### config.mk
export PLATFORM = sky130hd
export DESIGN_NAME = num_field_renderer
export DESIGN_NICKNAME = d
export VERILOG_FILES = /design/src/rtl/num_disp_pkg.sv /design/src/rtl/num_field_hit.sv /design/src/rtl/num_field_renderer.sv
export SDC_FILE = /design/constraint.sdc
export NUM_CORES = 1
export LEC_CHECK = 0
export BUFFER_PORTS_ARGS = -buffer_cell sky130_fd_sc_hd__clkbuf_2
export CAP_MARGIN = 20
export CELL_PAD_IN_SITES_DETAIL_PLACEMENT = 0
export CELL_PAD_IN_SITES_GLOBAL_PLACEMENT = 1
export CORE_ASPECT_RATIO = 0.75
export CORE_MARGIN = 2
export CORE_UTILIZATION = 50
export CTS_BUF_LIST = sky130_fd_sc_hd__clkbuf_4
export DETAILED_ROUTE_END_ITERATION = 6
export GPL_ROUTABILITY_DRIVEN = 0
export PLACE_DENSITY_LB_ADDON = 0.1
export SLEW_MARGIN = 20
export SYNTH_ARGS = -nofsm -noshare
export SYNTH_HDL_FRONTEND = slang
export SYNTH_SLANG_ARGS = --single-unit
### constraint.sdc
create_clock -name clk_in -period 5.6 [get_ports clk_in]
set_clock_uncertainty 0.05 [all_clocks]
set_input_delay 0.56 -clock clk_in [delete_from_list [all_inputs] [get_ports clk_in]]
set_output_delay 0.56 -clock clk_in [all_outputs]
set_load 0.01 [all_outputs]
### src/rtl/num_disp_pkg.sv
// num_disp_pkg: shared glyph geometry, digit type and ROM address sizing for the numeric overlay
package num_disp_pkg;
  localparam int GLYPHS = 10;
  localparam int X_W = 12;
  localparam int Y_W = 11;
  localparam int PIX_W = 12;
  typedef logic [3:0] bcd_digit_t;
  localparam bcd_digit_t BLANK = 4'hF;
  function automatic int rom_aw(input int w, input int h);
    return $clog2(GLYPHS * w * h);
  endfunction
endpackage

### src/rtl/num_field_hit.sv
// num_field_hit: rectangle test for one field and pixel position relative to its top-left corner
module num_field_hit
  import num_disp_pkg::*;
#(
  parameter int W = 256,
  parameter int H = 32,
  parameter int LXW = 8,
  parameter int LYW = 5
)(
  input  logic [X_W-1:0] x,
  input  logic [Y_W-1:0] y,
  input  logic [X_W-1:0] fx,
  input  logic [Y_W-1:0] fy,
  output logic           hit,
  output logic [LXW-1:0] lx,
  output logic [LYW-1:0] ly
);
  logic [X_W-1:0] dx;
  logic [Y_W-1:0] dy;
  // lower bound is checked before the difference is trusted, so fields near the edge never wrap
  assign dx = x - fx;
  assign dy = y - fy;
  assign hit = x >= fx && y >= fy && 32'(dx) < W && 32'(dy) < H;
  assign lx = dx[LXW-1:0];
  assign ly = dy[LYW-1:0];
endmodule

### src/rtl/num_field_renderer.sv
// num_field_renderer: multi-field BCD overlay sharing one glyph ROM, fixed 3+ROM_LAT cycle latency
module num_field_renderer
  import num_disp_pkg::*;
#(
  parameter int NUM_FIELDS = 3,
  parameter int DIGITS = 8,
  parameter int DIGIT_W = 32,
  parameter int DIGIT_H = 32,
  parameter int ROM_LAT = 2,
  parameter int BLINK_PERIOD = 30,
  parameter logic [PIX_W-1:0] NUM_COLOR = 12'hFFF
)(
  input  logic                              clk_in,
  input  logic                              rstn_in,
  input  logic [X_W-1:0]                    hcount_in,
  input  logic [Y_W-1:0]                    vcount_in,
  input  logic                              frame_start_in,
  input  logic [X_W*NUM_FIELDS-1:0]         field_x_in,
  input  logic [Y_W*NUM_FIELDS-1:0]         field_y_in,
  input  logic [PIX_W*NUM_FIELDS-1:0]       field_color_in,
  input  logic [4*DIGITS*NUM_FIELDS-1:0]    bcd_in,
  input  logic [NUM_FIELDS-1:0]             lz_blank_in,
  input  logic [NUM_FIELDS-1:0]             blink_in,
  output logic [rom_aw(DIGIT_W, DIGIT_H)-1:0] rom_addr_out,
  input  logic                              rom_data_in,
  output logic [PIX_W-1:0]                  pixel_out,
  output logic [NUM_FIELDS-1:0]             field_hit_out
);
  localparam int AW = rom_aw(DIGIT_W, DIGIT_H);
  localparam int LXW = $clog2(DIGITS * DIGIT_W);
  localparam int LYW = $clog2(DIGIT_H);
  localparam int CW = $clog2(DIGIT_W);
  localparam int DIW = DIGITS > 1 ? $clog2(DIGITS) : 1;
  localparam int FIW = NUM_FIELDS > 1 ? $clog2(NUM_FIELDS) : 1;
  localparam int BW = $clog2(BLINK_PERIOD + 1);
  localparam int SW = 4 * DIGITS;
  logic [SW*NUM_FIELDS-1:0] bcd_pend, bcd_snap;
  logic [NUM_FIELDS-1:0]    lz_pend, lz_snap;
  logic                     commit, armed, hidden;
  logic [BW-1:0]            blink_cnt;
  logic [X_W-1:0]           s0_x;
  logic [Y_W-1:0]           s0_y;
  logic                     s0_v;
  logic [NUM_FIELDS-1:0]    hit;
  logic [LXW-1:0]           lx [NUM_FIELDS];
  logic [LYW-1:0]           ly [NUM_FIELDS];
  logic [FIW-1:0]           win;
  logic [NUM_FIELDS-1:0]    win_oh;
  logic                     s1_v;
  logic [NUM_FIELDS-1:0]    s1_oh;
  logic [FIW-1:0]           s1_f;
  logic [LXW-1:0]           s1_lx;
  logic [LYW-1:0]           s1_ly;
  logic [DIW-1:0]           s1_di;
  logic [CW-1:0]            s1_cx;
  logic [SW-1:0]            s1_bcd;
  logic                     s1_lead, s1_draw;
  bcd_digit_t               s1_dig;
  logic [PIX_W-1:0]         s1_col_raw, s1_col;
  logic [ROM_LAT:0]         sb_draw;
  logic [NUM_FIELDS-1:0]    sb_hit [ROM_LAT+1];
  logic [PIX_W-1:0]         sb_col [ROM_LAT+1];
  // Snapshot is captured on the pulse and committed one cycle later, so a pixel
  // already past S0 when frame_start arrives still renders from the old frame.
  always_ff @(posedge clk_in or negedge rstn_in)
    if (!rstn_in) begin
      bcd_pend <= '0;
      lz_pend <= '0;
      bcd_snap <= '0;
      lz_snap <= '0;
      commit <= 1'b0;
      armed <= 1'b0;
      hidden <= 1'b0;
      blink_cnt <= '0;
    end else begin
      commit <= frame_start_in;
      if (frame_start_in) begin
        bcd_pend <= bcd_in;
        lz_pend <= lz_blank_in;
        armed <= 1'b1;
      end
      if (commit) begin
        bcd_snap <= bcd_pend;
        lz_snap <= lz_pend;
        blink_cnt <= blink_cnt == BW'(BLINK_PERIOD - 1) ? '0 : blink_cnt + BW'(1);
        hidden <= blink_cnt == BW'(BLINK_PERIOD - 1) ? ~hidden : hidden;
      end
    end
  for (genvar i = 0; i < NUM_FIELDS; i++) begin : g_hit
    num_field_hit #(.W(DIGITS * DIGIT_W), .H(DIGIT_H), .LXW(LXW), .LYW(LYW)) u_hit (
      .x(s0_x),
      .y(s0_y),
      .fx(field_x_in[X_W*i +: X_W]),
      .fy(field_y_in[Y_W*i +: Y_W]),
      .hit(hit[i]),
      .lx(lx[i]),
      .ly(ly[i])
    );
  end
  // scanning from the top down leaves the lowest hitting index as the winner
  always_comb begin
    win = '0;
    win_oh = '0;
    for (int i = NUM_FIELDS - 1; i >= 0; i--)
      if (hit[i]) begin
        win = FIW'(i);
        win_oh = NUM_FIELDS'(1) << i;
      end
  end
  assign s1_di = DIW'(DIGITS - 1) - DIW'(s1_lx >> CW);
  assign s1_cx = s1_lx[CW-1:0];
  assign s1_bcd = bcd_snap[s1_f*SW +: SW];
  always_comb begin
    s1_lead = s1_di != '0 && lz_snap[s1_f];
    for (int k = 0; k < DIGITS; k++)
      if (k >= 32'(s1_di) && s1_bcd[4*k +: 4] != 4'd0) s1_lead = 1'b0;
  end
  assign s1_dig = s1_lead || (blink_in[s1_f] && hidden) ? BLANK : s1_bcd[4*s1_di +: 4];
  assign s1_draw = s1_v && s1_dig <= 4'd9;
  assign s1_col_raw = field_color_in[s1_f*PIX_W +: PIX_W];
  assign s1_col = s1_col_raw == '0 ? NUM_COLOR : s1_col_raw;
  always_ff @(posedge clk_in or negedge rstn_in)
    if (!rstn_in) begin
      s0_x <= '0;
      s0_y <= '0;
      s0_v <= 1'b0;
      s1_v <= 1'b0;
      s1_oh <= '0;
      s1_f <= '0;
      s1_lx <= '0;
      s1_ly <= '0;
      rom_addr_out <= '0;
      sb_draw <= '0;
      for (int i = 0; i <= ROM_LAT; i++) begin
        sb_hit[i] <= '0;
        sb_col[i] <= '0;
      end
      pixel_out <= '0;
      field_hit_out <= '0;
    end else begin
      s0_x <= hcount_in;
      s0_y <= vcount_in;
      s0_v <= armed | frame_start_in;
      s1_v <= s0_v && |hit;
      s1_oh <= s0_v ? win_oh : '0;
      s1_f <= win;
      s1_lx <= lx[win];
      s1_ly <= ly[win];
      rom_addr_out <= s1_draw ? AW'(32'(s1_dig) * DIGIT_W * DIGIT_H + 32'(s1_ly) * DIGIT_W + 32'(s1_cx)) : '0;
      sb_draw[0] <= s1_draw;
      sb_hit[0] <= s1_oh;
      sb_col[0] <= s1_col;
      for (int i = 1; i <= ROM_LAT; i++) begin
        sb_draw[i] <= sb_draw[i-1];
        sb_hit[i] <= sb_hit[i-1];
        sb_col[i] <= sb_col[i-1];
      end
      pixel_out <= sb_draw[ROM_LAT] && rom_data_in ? sb_col[ROM_LAT] : '0;
      field_hit_out <= sb_hit[ROM_LAT];
    end
endmodule

After elaboration in Yosys (flattened, before gate mapping)
Cells that the tools add are included.
{ "classes": {"n_reduce_logical": 34, "n_mul": 1, "shifts": 3, "n_mux": 30, "add_sub_neg": 10, "bitwise": 3, "n_eq_ne": 1, "order_cmp": 22} }
{ "op_table": {"columns": ["op", "n"], "rows": [
  ["$shiftx 96x8->32", 1],
  ["$ge 12x12->1", 3],
  ["$lt 12x9->1 const B", 3],
  ["$shiftx 36x7->12", 1],
  ["$sub 12x12->12", 3],
  ["$ge 11x11->1", 3],
  ["$lt 11x6->1 const B", 3],
  ["$sub 11x11->11", 3],
  ["$reduce_bool 4->1", 8],
  ["$shiftx 32x6->4", 1],
  ["$mux 12", 2],
  ["$logic_and 1x1->1", 21],
  ["$bmux 8 s2", 1],
  ["$mux 8", 2],
  ["$mux 5", 3],
  ["$add 14x10->14", 1],
  ["$add 14x5->14", 1],
  ["$mux 14", 1],
  ["$logic_not 12->1", 1],
  ["$mux 3", 4],
  ["$bmux 5 s2", 1],
  ["$mux 1", 10],
  ["$ge 3x3->1 const A", 3],
  ["$ge 1x3->1 const A", 2],
  ["other kinds (18)", 22]
]} }
{ "totals": {"output_inout_bits": 29, "inputBits": 234, "ff_bits": 326, "wordCells": 130} }

Depth between registers and ports, before layout
Gate-level depths: netlist (run 1).
{ "logic_depth": {"ltp_word": 16, "depth_mapped": 14, "ltp_nobuf": 14} }

Modules after synthesis
Synthesis (run 1) repeated with hierarchy kept, for this count alone.
{ "hier_totals": {"cells_unflattened": 1417, "hier_area_um2": 16430.8} }
{ "modules_own_cells": {"columns": ["module", "n_inst", "area_each_um2", "cells_per_inst"], "rows": [
  ["num_field_renderer", 1, 12743.5, 887],
  ["num_field_hit (g_hit[0].u_hit ...)", 2, 1226.2, 180],
  ["num_field_hit (g_hit[1].u_hit)", 1, 1234.9, 170]
]} }

Worst setup path before layout (run 1)
No wires, ideal clock.
{ "synth_timing": {"kind": "input-to-reg", "startpoint": "in field_x_in[12]", "endpoint": "reg s1_ly[1]", "slack_ps": 2085, "path_stages": 12, "required_time_ps": 5425, "path_buffers": 1, "arrival_ps": 3340, "cell_sequence": "ha_1 -> fa_1 -> and2b_1 -> o31a_2 -> o22ai_1 -> mux2_1 -> a2111o_1 -> nor4_4 -> nand3b_4 -> nand2b_4 -> buf_6 -> mux2_4"} }
{ "synth_between": {"elab_chain_cells": 10, "word_cells_on_any_way": 12, "classes_between": "add/sub (1); order compare (2); mux (5); bitwise (1); reduce/logical (3)"} }
{ "synth_rtl": {"columns": ["element", "line", "rtl"], "rows": [
  ["start: declaration", "num_field_renderer.sv:18", "input logic [X_W*NUM_FIELDS-1:0] field_x_in,"],
  ["$sub 12x12->12 or $ge 12x12->1 (tied branches)", "num_field_hit.sv:21, num_field_hit.sv:23", null],
  ["$lt 12x9->1 or $logic_and 1x1->1 (tied branches)", "num_field_hit.sv:23", "assign hit = x >= fx && y >= fy && 32'(dx) < W && 32'(dy) < H;"],
  ["$logic_and 1x1->1 * (2 in series)", "num_field_hit.sv:23", null],
  ["$mux 2 * (2 in series)", "num_field_renderer.sv:105", "if (hit[i]) begin"],
  ["$not 2->3 (implied by the code) *", "num_field_renderer.sv:148", "s1_ly <= ly[win];"],
  ["$bmux 5 s2 *", "num_field_renderer.sv:148", null],
  ["$mux 5 (implied by the code) * (2 in series)", "num_field_renderer.sv:148", null],
  ["end signal: assignment", "num_field_renderer.sv:148", null],
  ["end: declaration", "num_field_renderer.sv:53", "logic [LYW-1:0] s1_ly;"]
]} }
Mark *: on every way between the ends. The rest lies on a longest branch, timed or not. The select of a mux whose other input is x is not followed.
A chain may end at the register's enable or synchronous reset.

Worst setup path after layout (run 1)
{ "layout_timing": {"startpoint": "reg s0_x[0]", "endpoint": "reg s1_lx[1]"} }
{ "layout_between": {"elab_chain_cells": 11, "word_cells_on_any_way": 25, "classes_between": "add/sub (3); order compare (6); mux (6); bitwise (1); reduce/logical (9)"} }
{ "layout_rtl": {"columns": ["element", "line", "rtl"], "rows": [
  ["start: declaration", "num_field_renderer.sv:41", "logic [X_W-1:0] s0_x;"],
  ["start signal: assignment", "num_field_renderer.sv:141", "s0_x <= hcount_in;"],
  ["$sub 12x12->12 or $ge 12x12->1 (tied branches)", "num_field_hit.sv:21, num_field_hit.sv:23", null],
  ["$lt 12x9->1 or $logic_and 1x1->1 (tied branches)", "num_field_hit.sv:23", null],
  ["$logic_and 1x1->1 (2 in series)", "num_field_hit.sv:23", null],
  ["$mux 2 (3 in series)", "num_field_renderer.sv:105", null],
  ["$not 2->3 (implied by the code)", "num_field_renderer.sv:147", "s1_lx <= lx[win];"],
  ["$bmux 8 s2 *", "num_field_renderer.sv:147", null],
  ["$mux 8 (implied by the code) * (2 in series)", "num_field_renderer.sv:147", null],
  ["end signal: assignment", "num_field_renderer.sv:147", null],
  ["end: declaration", "num_field_renderer.sv:52", "logic [LXW-1:0] s1_lx;"]
]} }
Marks and branches as above.

==> flow_metrics.env, run 1 <==
export IMPL_status="finished clean"
export IMPL_cts_root_buf="clkbuf_4"
export IMPL_drv_slew=0
export IMPL_clk_latency_ps=740
export IMPL_hold_path_class="in -> reg"
export IMPL_async_flop_share_pct=100
export IMPL_yosys_area_top_type="dfrtp_1"
export IMPL_ys_seq_elements=326
export IMPL_path_class="reg -> reg"
export IMPL_hpwlAfterDp_um=29400
export IMPL_power_switching_mw=1.63
export IMPL_ys_seq_area_share_pct=50.5
export IMPL_fin_crit_sh_pct=76.4
export IMPL_dp_cells=1974
export IMPL_grt_antenna_before_repair=1
export IMPL_numCtsBuffers=82
export IMPL_synth_area_mm2=0.0162
export IMPL_fp_dieH_um=160
export IMPL_intPower_mw=4.24
export IMPL_synth_cell_types=81
export IMPL_clock_sinks=326
export IMPL_io_pin_count=263
export IMPL_vias=12100
export IMPL_wire_per_inst_um=18.6
export IMPL_p_total_mw=5.86
export IMPL_setup_viol=0
export IMPL_path_clk_slew_ps=60
export IMPL_yosys_warnings=0
export IMPL_rows=56
export IMPL_dieArea_mm2=0.0338
export IMPL_first_iter_violations=794
export IMPL_vias_per_cell=5.38
export IMPL_power_leakage_nw=9.44
export IMPL_stdcell_count=2239
export IMPL_grt_overflow=0
export IMPL_required_ps=6140
export IMPL_fin_nets=2083
export IMPL_grt_setup_unrepaired="no"
export IMPL_max_slew_margin_pct=29.5
export IMPL_fmax_mhz=234
export IMPL_switching_share_pct=27.8
export IMPL_cts_tree="yes"
export IMPL_synth_top_area_share_pct=50.5
export IMPL_layout_commonest_cell="dfrtp_1"
export IMPL_detail_route_first_pass_iterations=5
export IMPL_synth_nets=1667
export IMPL_wirelength_um=41600
export IMPL_worstPathMaxFanout=12
export IMPL_numPortBuffers=262
export IMPL_die_w_um=212
export IMPL_drive_gt1_share_pct=34.4
export IMPL_grt_pass1_wl_um=65700
export IMPL_gr_usage_all_layers_pct=25.1
export IMPL_irDropWorstVdd_mv=0.204
export IMPL_slowest_delay_ps=640
export IMPL_ys_top_cells_by_area="dfrtp_1 (50%), mux2_2 (14%), ha_1 (5.5%)"
export IMPL_initial_core_util_pct=51.3
export IMPL_critPathTopFamily="simple AND/OR/NAND/NOR gates"
export IMPL_final_antenna_net_count=0
export IMPL_startpoint_type="register"
export IMPL_crit_arrival_ps=4820
export IMPL_end_kind="register"
export IMPL_synth_flop_cell="dfrtp_1"
export IMPL_drc_errors=0
export IMPL_drv_cap=0
export IMPL_hold_viol_final=0
export IMPL_grt_max_degree=126
export IMPL_clk_path_buf_depth=3
export IMPL_core_area_mm2=0.0315
export IMPL_tns_ps=0
export IMPL_path_buf_inv=1
export IMPL_powerDensity_mw_per_mm2=292
export IMPL_cts_setup_buffers=0
export IMPL_final_cell_mix="dfrtp_1 (323), clkbuf_2 (260), mux2_2 (204)"
export IMPL_crit_chain="inv_1 -> ha_1 -> fa_1 -> and2b_1 -> o31a_2 -> o22ai_1 -> mux2_1 -> a2111o_1 -> nor4_4 -> nand3b_4 -> nand2b_4 -> mux2_2"
export IMPL_syn2layout_area_growth_pct=24.3
export IMPL_tightest_slew_ps=1060
export IMPL_cts_htree_levels=3
export IMPL_synth_edff_count=0
export IMPL_grt_pass1_vias=12300
export IMPL_postSynthCellCount=1356
export IMPL_holdWs_ps=73.0
export IMPL_power_frac_comb_pct=18.3
export IMPL_power_frac_clock_pct=34.9
export IMPL_finalCriticalPeriod_ps=4280
export IMPL_p_seq_share_pct=46.8
export IMPL_syn_avg_cell_area_um2=11.9
export IMPL_worst_path_max_delay_cell="nor4_4"
flip-flops by register name, summed over array words and instances (netlist names), 8 cells and up:
signal        cells
sb_col           36
bcd_pend         96
bcd_snap         96
s0_y             11
sb_hit            9
pixel_out        12
s0_x             12
rom_addr_out     14
s1_lx             8
routing by layer:
metal	track usage (%)	up-vias	share of wire, %
li1	-	5757	-
met1	38.1	5899	50
met2	36.3	364	43
met3	5.86	35	5.8
met4	6.15	0	1.2
met5	0	-	0
synthesized netlist by cell type, drive strengths merged, types with 9 or more instances:
cell type	number
nor3	9
dfrtp	326
o211ai	16
buf	24
nor3b	9
ha	71
nor2b	15
o2111ai	9
a21oi	51
nor4	13
inv	89
clkbuf	32
and3	13
nand3	16
a21o	15
nand2	58
nand2b	15
nor2	65
xnor2	25
mux2	209
a211oi	9
o21a	17
and2	12
mux2i	57
o21ai	55
repair_timing:
item | CTS | global route
hold endpoints to repair | 208 | 0
resized for setup | 0 | 0
hold buffers | 120 | 0
power groups by stage:
stage / combinational [mW] / sequential [mW] / clock, mW
final: 1.07 / 2.74 / 2.05
after global routing: 1.18 / 2.77 / 2.25
after CTS: 1.07 / 2.74 / 2.11
after detailed placement: 0.994 / 2.79 / 0
after global placement: 0.980 / 2.78 / 0
after floorplan: 0.701 / 2.71 / 0
logic make-up (layout without fill, tap and decap cells):
logic type,after synthesis,after routing,synth area share [%]
DFF,326,326,50.5
xor gates and xnor gates,28,28,1.52
and+or+nand+nor,259,259,8.48
AOI/OAI and AO/OA,251,251,10.9
other,0,2,0
adders and majority gates,77,77,6.24
muxes,270,270,18.7
buffers and inverters,145,620,3.71
cell type report:
cell class	instances	area, um^2
antenna	2	5.00
clock buffer	123	923
clock inverter	20	144
fill	2482	11400
inverter	89	334
multi-input combinational	885	7410
sequential	326	8170
tap	406	508
timing repair buffer	388	2590
stage by stage:
step | instance area, um^2 | worst slack, ps | utilization [%]
3_5_place_dp | 17800 | 1200 | 56.5
3_3_place_gp | 17800 | 1330 | 56.5
4_1_cts | 20100 | 1350 | 63.7
5_1_grt | 20100 | 1090 | 63.7
6_report | 20100 | 1320 | 63.7
2_1_floorplan | 16200 | 2090 | -
worst register-to-register path: cells and delay by family (launching register included):
kind	cells	cell delay, ps
AND/OR/NAND/NOR	4	1440
AO/OA/AOI/OAI	3	980
multiplexers	2	790
adder cells (fa/ha/maj)	2	430
flip-flops	1	360
buffers and inverters	1	100
path summary, 6_finish.rpt:
kind	start	to	slack [ps]	depth (start not counted)
worst max-delay path	s0_x[0]	s1_lx[1]	1320	12
worst min-delay path	bcd_in[35]	bcd_pend[35]	70	2
worst max register to register	s0_x[0]	s1_lx[1]	1320	12
worst min register to register	sb_col[27]	sb_col[15]	290	0
max in group asynchronous	rstn_in	bcd_snap[22]	4020	3
min in group asynchronous	rstn_in	bcd_snap[68]	350	2
Power figures use the tool's default switching activity.
==> run 2, diff against run 1 <==
Settings changed: CORE_UTILIZATION 50 to 42.
Clock period 5.6 ns to 3.85 ns, I/O delays scaled along.
==> flow_metrics.env, run 2 (same netlist as run 1, synthesis figures left out) <==
export IMPL_status="finished clean"
export IMPL_core_area_mm2=0.0381
export IMPL_slowest_delay_ps=430
export IMPL_holdCritStartpoint="field_y_in[11]"
export IMPL_hpwlAfterDp_um=30800
export IMPL_fill_cells=3377
export IMPL_hold_path_class="in -> reg"
export IMPL_worstPathMaxFanout=11
export IMPL_syn2layout_area_growth_pct=29.0
export IMPL_worstRegToRegCells=12
export IMPL_clk_path_buf_depth=3
export IMPL_vias=12300
export IMPL_drv_cap=0
export IMPL_fin_util_pct=54.7
export IMPL_grt_max_degree=101
export IMPL_rrSetupSlack_ps=190
export IMPL_required_ps=4380
export IMPL_reg2reg_from="s0_x[0]"
export IMPL_rows=62
export IMPL_wirelength_um=43100
export IMPL_setup_viol=0
export IMPL_cts_root_buf="clkbuf_4"
export IMPL_detail_route_first_pass_iterations=7
export IMPL_gr_usage_all_layers_pct=21.8
export IMPL_startpoint_type="register"
export IMPL_drive_gt1_share_pct=34.4
export IMPL_die_w_um=231
export IMPL_drc_errors=0
export IMPL_tightest_slew_ps=824
export IMPL_end_kind="register"
export IMPL_max_slew_margin_pct=45.1
export IMPL_final_antenna_net_count=0
export IMPL_numPortBuffers=262
export IMPL_fmax_mhz=273
export IMPL_path_clk_slew_ps=70
export IMPL_powerDensity_mw_per_mm2=410
export IMPL_power_frac_clock_pct=34.2
export IMPL_hold_viol_final=0
export IMPL_fp_dieH_um=174
export IMPL_path_class="reg -> reg"
export IMPL_switching_share_pct=28.0
export IMPL_holdWs_ps=91.3
export IMPL_worst_hold_path_endpoint="s1_ly[0]"
export IMPL_dieArea_mm2=0.0401
export IMPL_finalCriticalPeriod_ps=3660
export IMPL_clk_latency_ps=750
export IMPL_seq_area_mm2=0.00817
export IMPL_numCtsBuffers=82
export IMPL_crit_chain="inv_1 -> ha_1 -> fa_1 -> and2b_1 -> o31a_2 -> o22ai_2 -> mux2_1 -> a2111o_1 -> nor4_4 -> nand3b_4 -> nand2b_4 -> mux2_2"
export IMPL_cts_htree_levels=3
export IMPL_p_total_mw=8.55
export IMPL_cts_tree="yes"
export IMPL_grt_setup_unrepaired="yes"
export IMPL_layout_commonest_cell="dfrtp_1"
export IMPL_multiInputGateArea_mm2=0.00743
export IMPL_final_cell_mix="dfrtp_1 (323), clkbuf_2 (260), mux2_2 (204)"
export IMPL_tns_ps=0
export IMPL_drv_slew=0
export IMPL_power_frac_comb_pct=19.1
export IMPL_power_leakage_nw=9.73
export IMPL_io_pin_count=263
export IMPL_wire_per_inst_um=17.9
export IMPL_r2r_end="s1_lx[1]"
export IMPL_first_iter_violations=623
export IMPL_vias_per_cell=5.10
export IMPL_initial_core_util_pct=42.4
export IMPL_holdPathStages=4
export IMPL_grt_antenna_before_repair=1
export IMPL_fin_crit_sh_pct=95.1
export IMPL_grt_overflow=0
export IMPL_grt_pass1_wl_um=68300
export IMPL_crit_arrival_ps=4190
export IMPL_intPower_mw=6.16
export IMPL_irDropWorstVdd_mv=0.211
export IMPL_reg_top3="bcd_pend x96, bcd_snap x96, sb_col x36"
export IMPL_fin_nets=2151
export IMPL_power_switching_mw=2.40
export IMPL_worst_path_max_delay_cell="a2111o_1"
export IMPL_clock_sinks=326
export IMPL_grt_pass1_vias=12600
export IMPL_p_seq_share_pct=46.7
-- run 2: cell count changes in the layout (fill, tap and decap cells not counted), moves of 2 or more --
| cell | change |
|---|---|
| buf_12 | +3 |
| clkbuf_4 | -6 |
| dlygate4sd3_1 | +44 |
| clkinv_1 | -2 |
| buf_4 | +19 |
| inv_6 | +2 |
-- run 2: power by group through the flow --
stage	Combinational, mW	Clock [mW]	Sequential [mW]
final	1.63	2.92	3.99
after global routing	1.80	3.25	4.04
after CTS	1.63	3.05	4.00
after detailed placement	1.48	0	4.06
after global placement	1.46	0	4.05
after floorplan	1.02	0	3.95
-- run 2: final cells by class --
| cell class | instances | area share, % |
|---|---|---|
| sequential | 326 | 39.2 |
| clock inverter | 20 | 0.732 |
| multi-input combinational | 886 | 35.6 |
| antenna | 1 | 0.0120 |
| tap | 512 | 3.07 |
| timing repair buffer | 455 | 15.6 |
| clock buffer | 117 | 4.21 |
| inverter | 89 | 1.60 |
-- run 2: per-layer routing --
metal / GRT usage (%) / routed length (um) / vias to the layer above
li1: - / - / 5909
met1: 32.8 / 21400 / 5972
met2: 32.2 / 18800 / 328
met3: 4.00 / 2230 / 54
met4: 6.18 / 691 / 0
met5: 0 / 0 / -
-- run 2: repair_timing --
item	in CTS	in global routing
setup endpoints to repair	0	9
hold endpoints to repair	241	0
gates resized for setup	0	3
setup buffers	0	6
hold buffers	164	0
-- run 2: worst max path at each step --
stage                    from        to  slack (ps)  cells past startpoint
2_1_floorplan         s0_x[0]  s1_ly[1]         480                     13
3_3_place_gp   field_x_in[12]  s1_lx[1]         140                     12
3_5_place_dp   field_x_in[12]  s1_lx[0]          80                     13
4_1_cts               s0_x[0]  s1_lx[0]          70                     13
5_1_grt               s0_y[1]  s1_lx[6]         -20                     11
6_report              s0_x[0]  s1_lx[1]         190                     12
-- run 2: worst max-delay path: cells and delay by family, from the launching register on --
kind | cells | cell delay [ps]
multiplexers | 2 | 740
flip-flops | 1 | 360
AND/OR/NAND/NOR | 4 | 960
buffers and inverters | 1 | 100
adder cells (fa/ha/maj) | 2 | 410
AO/OA/AOI/OAI | 3 | 900
-- run 2: through the flow --
stage          cell area, um^2  worst slack (ps)  instances
5_1_grt                  20900             -21.2       2406
3_3_place_gp             18100               139       2097
4_1_cts                  20800              69.6       2398
6_report                 20900               189       2406
2_1_floorplan            16200               482       1356
3_5_place_dp             18100              79.1       2097
==> run 3, diff against run 2 <==
Settings changed: RECOVER_POWER set to 50.
==> flow_metrics.env, run 3 (same netlist as run 1, synthesis figures left out) <==
export IMPL_fin_crit_sh_pct=95.0
export IMPL_clk_latency_ps=740
export IMPL_powerDensity_mw_per_mm2=411
export IMPL_tns_ps=0
export IMPL_syn2layout_area_growth_pct=28.7
export IMPL_path_clk_slew_ps=70
export IMPL_wire_per_inst_um=17.9
export IMPL_violations="capacitance limit, slew limit"
export IMPL_setup_viol=0
export IMPL_initial_core_util_pct=42.4
export IMPL_slowest_delay_ps=430
export IMPL_cts_root_buf="clkbuf_4"
export IMPL_cts_htree_levels=3
export IMPL_fin_nets=2151
export IMPL_status="finished with violations"
export IMPL_crit_chain="inv_1 -> ha_1 -> fa_1 -> and2b_1 -> o31a_2 -> o22ai_2 -> mux2_1 -> a2111o_1 -> nor4_4 -> nand3b_4 -> nand2b_4 -> mux2_2"
export IMPL_grt_overflow=0
export IMPL_drc_errors=0
export IMPL_gr_usage_all_layers_pct=21.8
export IMPL_switching_share_pct=28.0
export IMPL_hold_path_class="in -> reg"
export IMPL_hold_viol_final=0
export IMPL_rows=62
export IMPL_fp_dieH_um=174
export IMPL_detail_route_first_pass_iterations=7
export IMPL_placed_area_mm2=0.0181
export IMPL_reg_top3="bcd_pend x96, bcd_snap x96, sb_col x36"
export IMPL_critPathTopFamily="simple AND/OR/NAND/NOR gates"
export IMPL_dieArea_mm2=0.0401
export IMPL_path_buf_inv=1
export IMPL_final_cell_mix="dfrtp_1 (323), clkbuf_2 (263), mux2_2 (204)"
export IMPL_vias=12300
export IMPL_grt_setup_unrepaired="yes"
export IMPL_numCtsBuffers=82
export IMPL_worst_path_max_delay_cell="a2111o_1"
export IMPL_stdcell_count=2406
export IMPL_hpwlAfterDp_um=30800
export IMPL_intPower_mw=6.16
export IMPL_fmax_mhz=274
export IMPL_drv_slew=184
export IMPL_dp_cells=2097
export IMPL_clock_sinks=326
export IMPL_worstPathMaxFanout=11
export IMPL_startpoint_type="register"
export IMPL_p_total_mw=8.55
export IMPL_cts_tree="yes"
export IMPL_max_slew_margin_pct=-73.8
export IMPL_first_iter_violations=580
export IMPL_layout_commonest_cell="dfrtp_1"
export IMPL_grt_antenna_before_repair=1
export IMPL_drv_cap=2
export IMPL_final_antenna_net_count=0
export IMPL_power_leakage_nw=9.71
export IMPL_finalCriticalPeriod_ps=3660
export IMPL_end_kind="register"
export IMPL_power_switching_mw=2.39
export IMPL_fill_cells=3386
export IMPL_grt_pass1_wl_um=68300
export IMPL_io_pin_count=263
export IMPL_grt_pass1_vias=12600
export IMPL_grt_max_degree=101
export IMPL_required_ps=4380
export IMPL_tightest_slew_ps=2610
export IMPL_fin_util_pct=54.6
export IMPL_die_w_um=231
export IMPL_p_seq_share_pct=46.7
export IMPL_drive_gt1_share_pct=34.3
export IMPL_power_frac_comb_pct=19.1
export IMPL_wirelength_um=43100
export IMPL_vias_per_cell=5.10
export IMPL_numPortBuffers=262
export IMPL_irDropWorstVdd_mv=0.211
export IMPL_path_class="reg -> reg"
export IMPL_clk_path_buf_depth=3
export IMPL_core_area_mm2=0.0381
export IMPL_design_area_mm2=0.0208
export IMPL_crit_arrival_ps=4190
export IMPL_power_frac_clock_pct=34.2
-- run 3: path summary, 6_finish.rpt --
kind | end | slack (ps) | cells after the start | start
min in group asynchronous | bcd_pend[3] | 920 | 2 | rstn_in
min reg2reg | sb_col[19] | 280 | 0 | sb_col[31]
max in group asynchronous | s1_f[0] | 610 | 3 | rstn_in
max | s1_lx[1] | 190 | 12 | s0_x[0]
max reg2reg | s1_lx[1] | 190 | 12 | s0_x[0]
min | s1_ly[0] | 90 | 4 | field_y_in[11]
-- run 3: area by class of cell --
| class | count | area, um^2 | share of cell area (%) |
|---|---|---|---|
| well taps | 512 | 641 | 3.08 |
| multi-input cells | 886 | 7430 | 35.7 |
| flip-flops and latches | 326 | 8170 | 39.3 |
| repair buffers | 455 | 3200 | 15.4 |
| clock inverters | 20 | 153 | 0.734 |
| diodes | 1 | 2.50 | 0.0120 |
| inverters | 89 | 334 | 1.61 |
| clock buffers | 117 | 878 | 4.22 |
-- run 3: worst min-delay path, stage by stage --
cell and delay, ps:
clkbuf_2 80, ha_1 150, mux2_1 130, mux2i_1 60
-- run 3: per-layer routing --
| layer | wire (um) | GRT usage [%] |
|---|---|---|
| met2 | 18800 | 32.2 |
| met3 | 2190 | 4.00 |
| met5 | 0 | 0 |
| met4 | 691 | 6.18 |
| met1 | 21400 | 32.8 |
-- run 3: metrics by stage --
| stage | hold WS (ps) | setup slack, ps |
|---|---|---|
| global placement | 282 | 139 |
| floorplan | 39.4 | 482 |
| CTS | 0.287 | 69.6 |
| global route | 35.0 | -21.2 |
| detailed placement | 285 | 79.1 |
| finish | 91.3 | 194 |
-- run 3: what timing repair did --
item	CTS	global route
hold buffers	164	0
endpoints found under the hold margin	241	0
gates resized for setup	0	3
setup endpoints to repair	0	9
setup buffers	0	6
-- run 3: power by group through the flow --
stage,Sequential [mW],Combinational [mW],Clock [mW]
global route,4.04,1.80,3.25
floorplan,3.95,1.02,0
finish,3.99,1.63,2.92
global placement,4.05,1.46,0
CTS,4.00,1.63,3.05
detailed placement,4.06,1.48,0
